**config.mk**
```make
export PLATFORM = sky130hd
export DESIGN_NAME = fishing_level_ctrl
export DESIGN_NICKNAME = d
export VERILOG_FILES = /design/src/rtl/fishing_pkg.sv /design/src/rtl/fish_x_mover.sv /design/src/rtl/fishing_level_ctrl.sv
export SDC_FILE = /design/constraint.sdc
export NUM_CORES = 1
export LEC_CHECK = 0
export CAP_MARGIN = 20
export CORE_ASPECT_RATIO = 0.75
export CORE_UTILIZATION = 55
export DETAILED_ROUTE_END_ITERATION = 10
export GPL_ROUTABILITY_DRIVEN = 1
export PLACE_DENSITY = 0.85
export SYNTH_ARGS = -nofsm -noshare
export SYNTH_HDL_FRONTEND = slang
export SYNTH_SLANG_ARGS = --single-unit
```
**constraint.sdc**
```tcl
create_clock -name clk -period 11.3 [get_ports clk]
set_clock_uncertainty 0.15 [all_clocks]
set_input_delay 2.825 -clock clk [delete_from_list [all_inputs] [get_ports clk]]
set_output_delay 2.825 -clock clk [all_outputs]
set_load 0.01 [all_outputs]
```
**src/rtl/fishing_pkg.sv**
```systemverilog
// Shared state encoding, fish x-register opcodes and per-level fish geometry
// for the fishing game controller.
package fishing_pkg;

  typedef enum logic [2:0] {
    ST_FISH   = 3'd0,
    ST_REEL   = 3'd1,
    ST_ESCAPE = 3'd2,
    ST_LANDED = 3'd3,
    ST_WIN    = 3'd4
  } state_t;

  typedef enum logic [1:0] {
    FX_HOLD    = 2'd0,
    FX_STEP    = 2'd1,
    FX_RESPAWN = 2'd2,
    FX_ROD     = 2'd3
  } fx_op_t;

  localparam int DEPTH_TOP  = 470;
  localparam int DEPTH_STEP = 90;
  // Levels past 4 would dive above the catch line; hold them just below it.
  localparam int DEPTH_MIN  = 110;

  function automatic logic [9:0] fish_depth(input logic [2:0] l);
    int d;
    d = DEPTH_TOP - DEPTH_STEP * int'(l);
    if (d < DEPTH_MIN) d = DEPTH_MIN;
    return 10'(d);
  endfunction

  function automatic logic [6:0] fish_len(input logic [2:0] l);
    logic [6:0] v;
    v = 7'd60 >> l;
    if (v < 7'd8) v = 7'd8;
    return v;
  endfunction

  function automatic logic [3:0] fish_hh(input logic [2:0] l);
    int h;
    h = 10 - 2 * int'(l);
    if (h < 2) h = 2;
    return 4'(h);
  endfunction

endpackage

```
**src/rtl/fish_x_mover.sv**
```systemverilog
// Fish left-edge register: swims left with wrap, respawns at the right edge,
// or follows the rod while hooked.
module fish_x_mover
  import fishing_pkg::*;
#(
  parameter int X_MIN      = 144,
  parameter int X_MAX      = 798,
  parameter int FISH_SPEED = 2
) (
  input  logic       clk,
  input  logic       rst,
  input  fx_op_t     op,
  input  logic [9:0] rod_x,
  output logic [9:0] fish_x
);

  always_ff @(posedge clk or negedge rst) begin
    if (!rst) begin
      fish_x <= 10'(X_MAX);
    end else begin
      case (op)
        FX_STEP: begin
          if (fish_x <= 10'(X_MIN) || fish_x < 10'(FISH_SPEED))
            fish_x <= 10'(X_MAX);
          else
            fish_x <= fish_x - 10'(FISH_SPEED);
        end
        FX_RESPAWN: fish_x <= 10'(X_MAX);
        FX_ROD:     fish_x <= rod_x;
        default:    fish_x <= fish_x;
      endcase
    end
  end

endmodule

```
**src/rtl/fishing_level_ctrl.sv**
```systemverilog
// Game-tick controller for the fishing game: rod/line/fish motion, hook, reel,
// escape and landing sequencing across levels, plus score and miss counters.
module fishing_level_ctrl
  import fishing_pkg::*;
#(
  parameter int NUM_LEVELS   = 4,
  parameter int REEL_W       = 14,
  parameter int X_MIN        = 144,
  parameter int X_MAX        = 798,
  parameter int ROD_X_MIN    = 312,
  parameter int SURFACE_Y    = 155,
  parameter int CATCH_Y      = 106,
  parameter int FISH_SPEED   = 2,
  parameter int ROD_SPEED    = 3,
  parameter int SINK_SPEED   = 4,
  parameter int REEL_SPEED   = 2,
  parameter int ESCAPE_TICKS = 64
) (
  input  logic              clk,
  input  logic              rst,
  input  logic              up,
  input  logic              left,
  input  logic              right,
  input  logic [REEL_W-1:0] reel,
  output logic [9:0]        rod_x,
  output logic [9:0]        line_y,
  output logic [9:0]        fish_x,
  output logic [9:0]        fish_y,
  output logic [6:0]        fish_len,
  output logic [3:0]        fish_hh,
  output logic [2:0]        level,
  output logic [2:0]        state,
  output logic [7:0]        score,
  output logic [7:0]        misses,
  output logic              win
);

  localparam int         IDLE_W     = $clog2(ESCAPE_TICKS + 1);
  localparam logic [2:0] LAST_LEVEL = 3'(NUM_LEVELS - 1);

  state_t            state_q, state_d;
  fx_op_t            fx_op;
  logic [2:0]        level_d;
  logic [9:0]        rod_d, line_d, fish_y_d;
  logic [7:0]        score_d, misses_d;
  logic [IDLE_W-1:0] idle_q, idle_d;
  logic [10:0]       sink_sum;
  logic [9:0]        y_gap, hook_hi;
  logic              hook;

  function automatic logic [7:0] sat_add8(input logic [7:0] a, input logic [7:0] b);
    logic [8:0] s;
    s = {1'b0, a} + {1'b0, b};
    return s[8] ? 8'hFF : s[7:0];
  endfunction

  function automatic logic [9:0] sub_floor(input logic [9:0] a, input logic [9:0] b);
    return (a > b) ? a - b : 10'd0;
  endfunction

  fish_x_mover #(
    .X_MIN     (X_MIN),
    .X_MAX     (X_MAX),
    .FISH_SPEED(FISH_SPEED)
  ) u_fish_x (
    .clk   (clk),
    .rst   (rst),
    .op    (fx_op),
    .rod_x (rod_x),
    .fish_x(fish_x)
  );

  assign fish_len = fishing_pkg::fish_len(level);
  assign fish_hh  = fishing_pkg::fish_hh(level);
  assign state    = state_q;
  assign win      = (state_q == ST_WIN);

  // Hook window: rod over the front quarter of the fish, line tip within half-height.
  assign sink_sum = {1'b0, line_y} + 11'(SINK_SPEED);
  assign y_gap    = (line_y >= fish_y) ? line_y - fish_y : fish_y - line_y;
  assign hook_hi  = fish_x + {5'd0, fish_len[6:2]};
  assign hook     = up && (rod_x >= fish_x) && (rod_x <= hook_hi) && (y_gap <= {6'd0, fish_hh});

  always_comb begin
    state_d  = state_q;
    fx_op    = FX_HOLD;
    level_d  = level;
    rod_d    = rod_x;
    line_d   = line_y;
    fish_y_d = fish_y;
    score_d  = score;
    misses_d = misses;
    idle_d   = idle_q;
    case (state_q)
      ST_FISH: begin
        fx_op = FX_STEP;
        if (right) begin
          if (rod_x <= 10'(X_MAX)) rod_d = rod_x + 10'(ROD_SPEED);
        end else if (left) begin
          if (rod_x >= 10'(ROD_X_MIN)) rod_d = sub_floor(rod_x, 10'(ROD_SPEED));
        end
        line_d = (sink_sum <= {1'b0, fish_y}) ? sink_sum[9:0] : fish_y;
        if (hook) begin
          state_d = ST_REEL;
          idle_d  = '0;
        end
      end
      ST_REEL: begin
        fx_op = FX_ROD;
        if (fish_y < 10'(CATCH_Y)) begin
          state_d = ST_LANDED;
        end else if (reel != '0) begin
          fish_y_d = sub_floor(fish_y, 10'(REEL_SPEED));
          line_d   = sub_floor(line_y, 10'(REEL_SPEED));
          idle_d   = '0;
        end else if (idle_q == IDLE_W'(ESCAPE_TICKS - 1)) begin
          state_d = ST_ESCAPE;
        end else begin
          idle_d = idle_q + IDLE_W'(1);
        end
      end
      ST_ESCAPE: begin
        misses_d = sat_add8(misses, 8'd1);
        fx_op    = FX_RESPAWN;
        fish_y_d = fish_depth(level);
        state_d  = ST_FISH;
      end
      ST_LANDED: begin
        score_d = sat_add8(score, {5'd0, level} + 8'd1);
        if (level < LAST_LEVEL) begin
          level_d  = level + 3'd1;
          fx_op    = FX_RESPAWN;
          fish_y_d = fish_depth(level + 3'd1);
          state_d  = ST_FISH;
        end else begin
          state_d = ST_WIN;
        end
      end
      ST_WIN: begin
        if (left || right) begin
          state_d  = ST_FISH;
          level_d  = 3'd0;
          line_d   = 10'(SURFACE_Y);
          fx_op    = FX_RESPAWN;
          fish_y_d = fish_depth(3'd0);
          score_d  = 8'd0;
          misses_d = 8'd0;
        end
      end
      default: state_d = ST_FISH;
    endcase
  end

  always_ff @(posedge clk or negedge rst) begin
    if (!rst) begin
      state_q <= ST_FISH;
      level   <= 3'd0;
      rod_x   <= 10'd450;
      line_y  <= 10'(SURFACE_Y);
      fish_y  <= fish_depth(3'd0);
      score   <= 8'd0;
      misses  <= 8'd0;
      idle_q  <= '0;
    end else begin
      state_q <= state_d;
      level   <= level_d;
      rod_x   <= rod_d;
      line_y  <= line_d;
      fish_y  <= fish_y_d;
      score   <= score_d;
      misses  <= misses_d;
      idle_q  <= idle_d;
    end
  end

endmodule

```
==> out/metrics.yaml <==
placed_design:
  routabilityCongestion: 0.984
  portBuffers: 89
  hpwl_um: 16200
routing:
  wire_per_inst_um: 18.4
  ant_nets: 0
  detail_route.first_pass.iterations: 5
  via_per_inst: 6.45
  drc: 0
  wl_um: 21900
  drt_iter0_drc: 803
  vias: 7678
setup_path:
  crit_chain: "inv_1 -> ha_1 -> nor2b_1 -> o21bai_1 -> clkdlybuf4s50_1"
  crit_type: "reg2out"
  cp.arrival_ns: 3.07
  required_ns: 8.33
  critical-path-top-delay-family: "buffers and inverters"
  max_stage_delay_ns: 0.80
  crit_fanout: 22
  startpoint_type: "flip-flop"
  cp-end-kind: "primary output"
  slowest_stage: "dfrtp_1"
  timing.critical_path.buf_inv: 2
floorplan:
  core_um2: 13100
  dieArea_um2: 14000
  initial_core_util_pct: 56.9
  die_x_um: 136
  io_pins: 93
  die-height_um: 103
  rows: 36
timing:
  fin_crit_ns: 6.04
  setup_violations: 0
  fin_setup_tns_ns: 0
  hold_viol: 0
  fin_crit_sh_pct: 53.5
  slew_headroom_pct: 33.5
  rsz0062_at_grt: "false"
  worst-slew-pin-transition_ns: 0.995
  fmax_ghz: 0.165
  maxSlewViolCount: 0
grt:
  grtUsageTotal_pct: 32.3
  grt_pass1_vias: 6914
  grt_max_degree: 69
  grt_pass1_wl_um: 35500
  grt_overflow_total: 0
  antenna_found_initial: 0
layout:
  antennaDiodeCount: 0
  drive_gt1_share_pct: 5.98
  area.growth.synth_to_final_pct: 17.3
  nets: 1131
clock_network:
  clock_path_buffers: 2
  root_buffer: "clkbuf_16"
  post_cts_buffers: 0
  htreeDepth: 3
  clock_latency_ns: 0.35
  numCtsBuffers: 9
  cts_sinks: 68
  tritoncts: "done"
  post_cts_resize_count: 0
  holdBufCountCts: 0
  clkSlewWorstSetupHoldPaths_ns: 0.07
yosys:
  synth.distinct_cells: 83
  synth_edf_count: 0
  synth_flop_cell: "dfrtp_1"
  yosysWarnings: 0
  yosys.area.top_type: "dfrtp_1"
  synth_seq_cells: 68
  yosysSeqAreaShare_pct: 23.2
  ys_top_cells_by_count: "92 x ha_1, 84 x nor2_1, 79 x o21ai_0, 75 x a21oi_1, 63 x inv_1"
  yosysMostFrequentCell: "ha_1"
  synth_top_area_share_pct: 15.8
  syn_inst: 946
  syn_area_per_cell_um2: 7.88
  synth_area_leaders: "dfrtp_1 16%, ha_1 15%, dfstp_2 7.4%"
  synthArstFlopShare_pct: 100
  syn_area_um2: 7460
min_path:
  hp-class: "reg2reg"
outcome:
  status: "completed"
run:
  maxCapViolCount: 0
-- final cells by class --
cell class | instances | area, um^2
clock inverters | 7 | 98.8
inverters | 64 | 240
flip-flops and latches | 68 | 1730
multi-input cells | 779 | 5320
clock buffers | 9 | 225
well taps | 171 | 214
fillers | 1096 | 4360
repair buffers | 93 | 916
-- flip-flops by register name (all words and copies together) (netlist names) --
name and cells:
rod_x 10, fish_y 9, u_fish_x.fish_x 10, score 8, misses 8, idle_q 7, line_y 10, state 3
level 3
-- metal layers --
| layer | vias up | share of wire, % | GRT usage [%] |
|---|---|---|---|
| met3 | 43 | 9.6 | 5.36 |
| met2 | 418 | 43 | 49.0 |
| met5 | - | 0 | 0 |
| met1 | 3594 | 45 | 46.6 |
| met4 | 0 | 2.2 | 10.4 |
| li1 | 3623 | - | - |
-- layout by cell type (no fill, tap or decap), drive strengths merged, types with 9 or more instances in the layout --
cell type      instances
nor2b                 17
nor3                  45
clkdlybuf4s50         88
nand4                 10
mux2i                 12
xor2                  10
xnor2                 25
nor2                  85
o21a                  12
dfstp                 21
dfrtp                 47
a21o                  14
nand2b                11
a31oi                 21
nor4                  10
and2                  10
or3                   11
clkbuf                 9
ha                    92
inv                   66
a21oi                 76
nand2                 62
o211ai                12
nand3                 33
and3                  11
o21ai                 80
-- path summary, 6_finish.rpt --
| check | from | to | slack (ns) | cells after the start |
|---|---|---|---|---|
| worst max-delay path | level[0] | fish_len[3] | 5.26 | 5 |
| worst min-delay path | u_fish_x.fish_x[2] | u_fish_x.fish_x[2] | 0.38 | 2 |
| worst max register to register | level[0] | idle_q[4] | 5.29 | 19 |
| worst min register to register | u_fish_x.fish_x[2] | u_fish_x.fish_x[2] | 0.38 | 2 |
| max in group asynchronous | rst | score[2] | 7.87 | 2 |
| min in group asynchronous | rst | idle_q[4] | 2.53 | 2 |
-- cell families after synthesis --
kind of cell / share of synthesized area [%]
other cells: 0.101
simple gates: 21.9
compound gates: 26.6
buf+inv: 5.55
flops: 23.2
xor+xnor: 4.11
fa+ha+maj: 16.8
mux: 1.76
-- per-stage QoR --
step           instance area (um^2)  cells  setup slack [ns]  hold WS, ns  utilization [%]
2_1_floorplan                  7460    948              6.54        0.345                -
6_report                       8740   1191              5.26        0.382             66.7
3_5_place_dp                   8420   1175              5.52        0.377             64.2
3_3_place_gp                   8420   1175              5.80        0.363             64.2
5_1_grt                        8740   1191              5.01        0.414             66.7
4_1_cts                        8740   1191              5.29        0.378             66.7
-- worst min-delay path, delay by kind of cell (launching register included) --
family,cells,cell delay [ns]
AND/OR/NAND/NOR,1,0.06
flip-flops,1,0.40
AO/OA/AOI/OAI,1,0.07
Power is not shown: default switching activity piles up to over one toggle a cycle in this logic, so the estimate is an artifact.
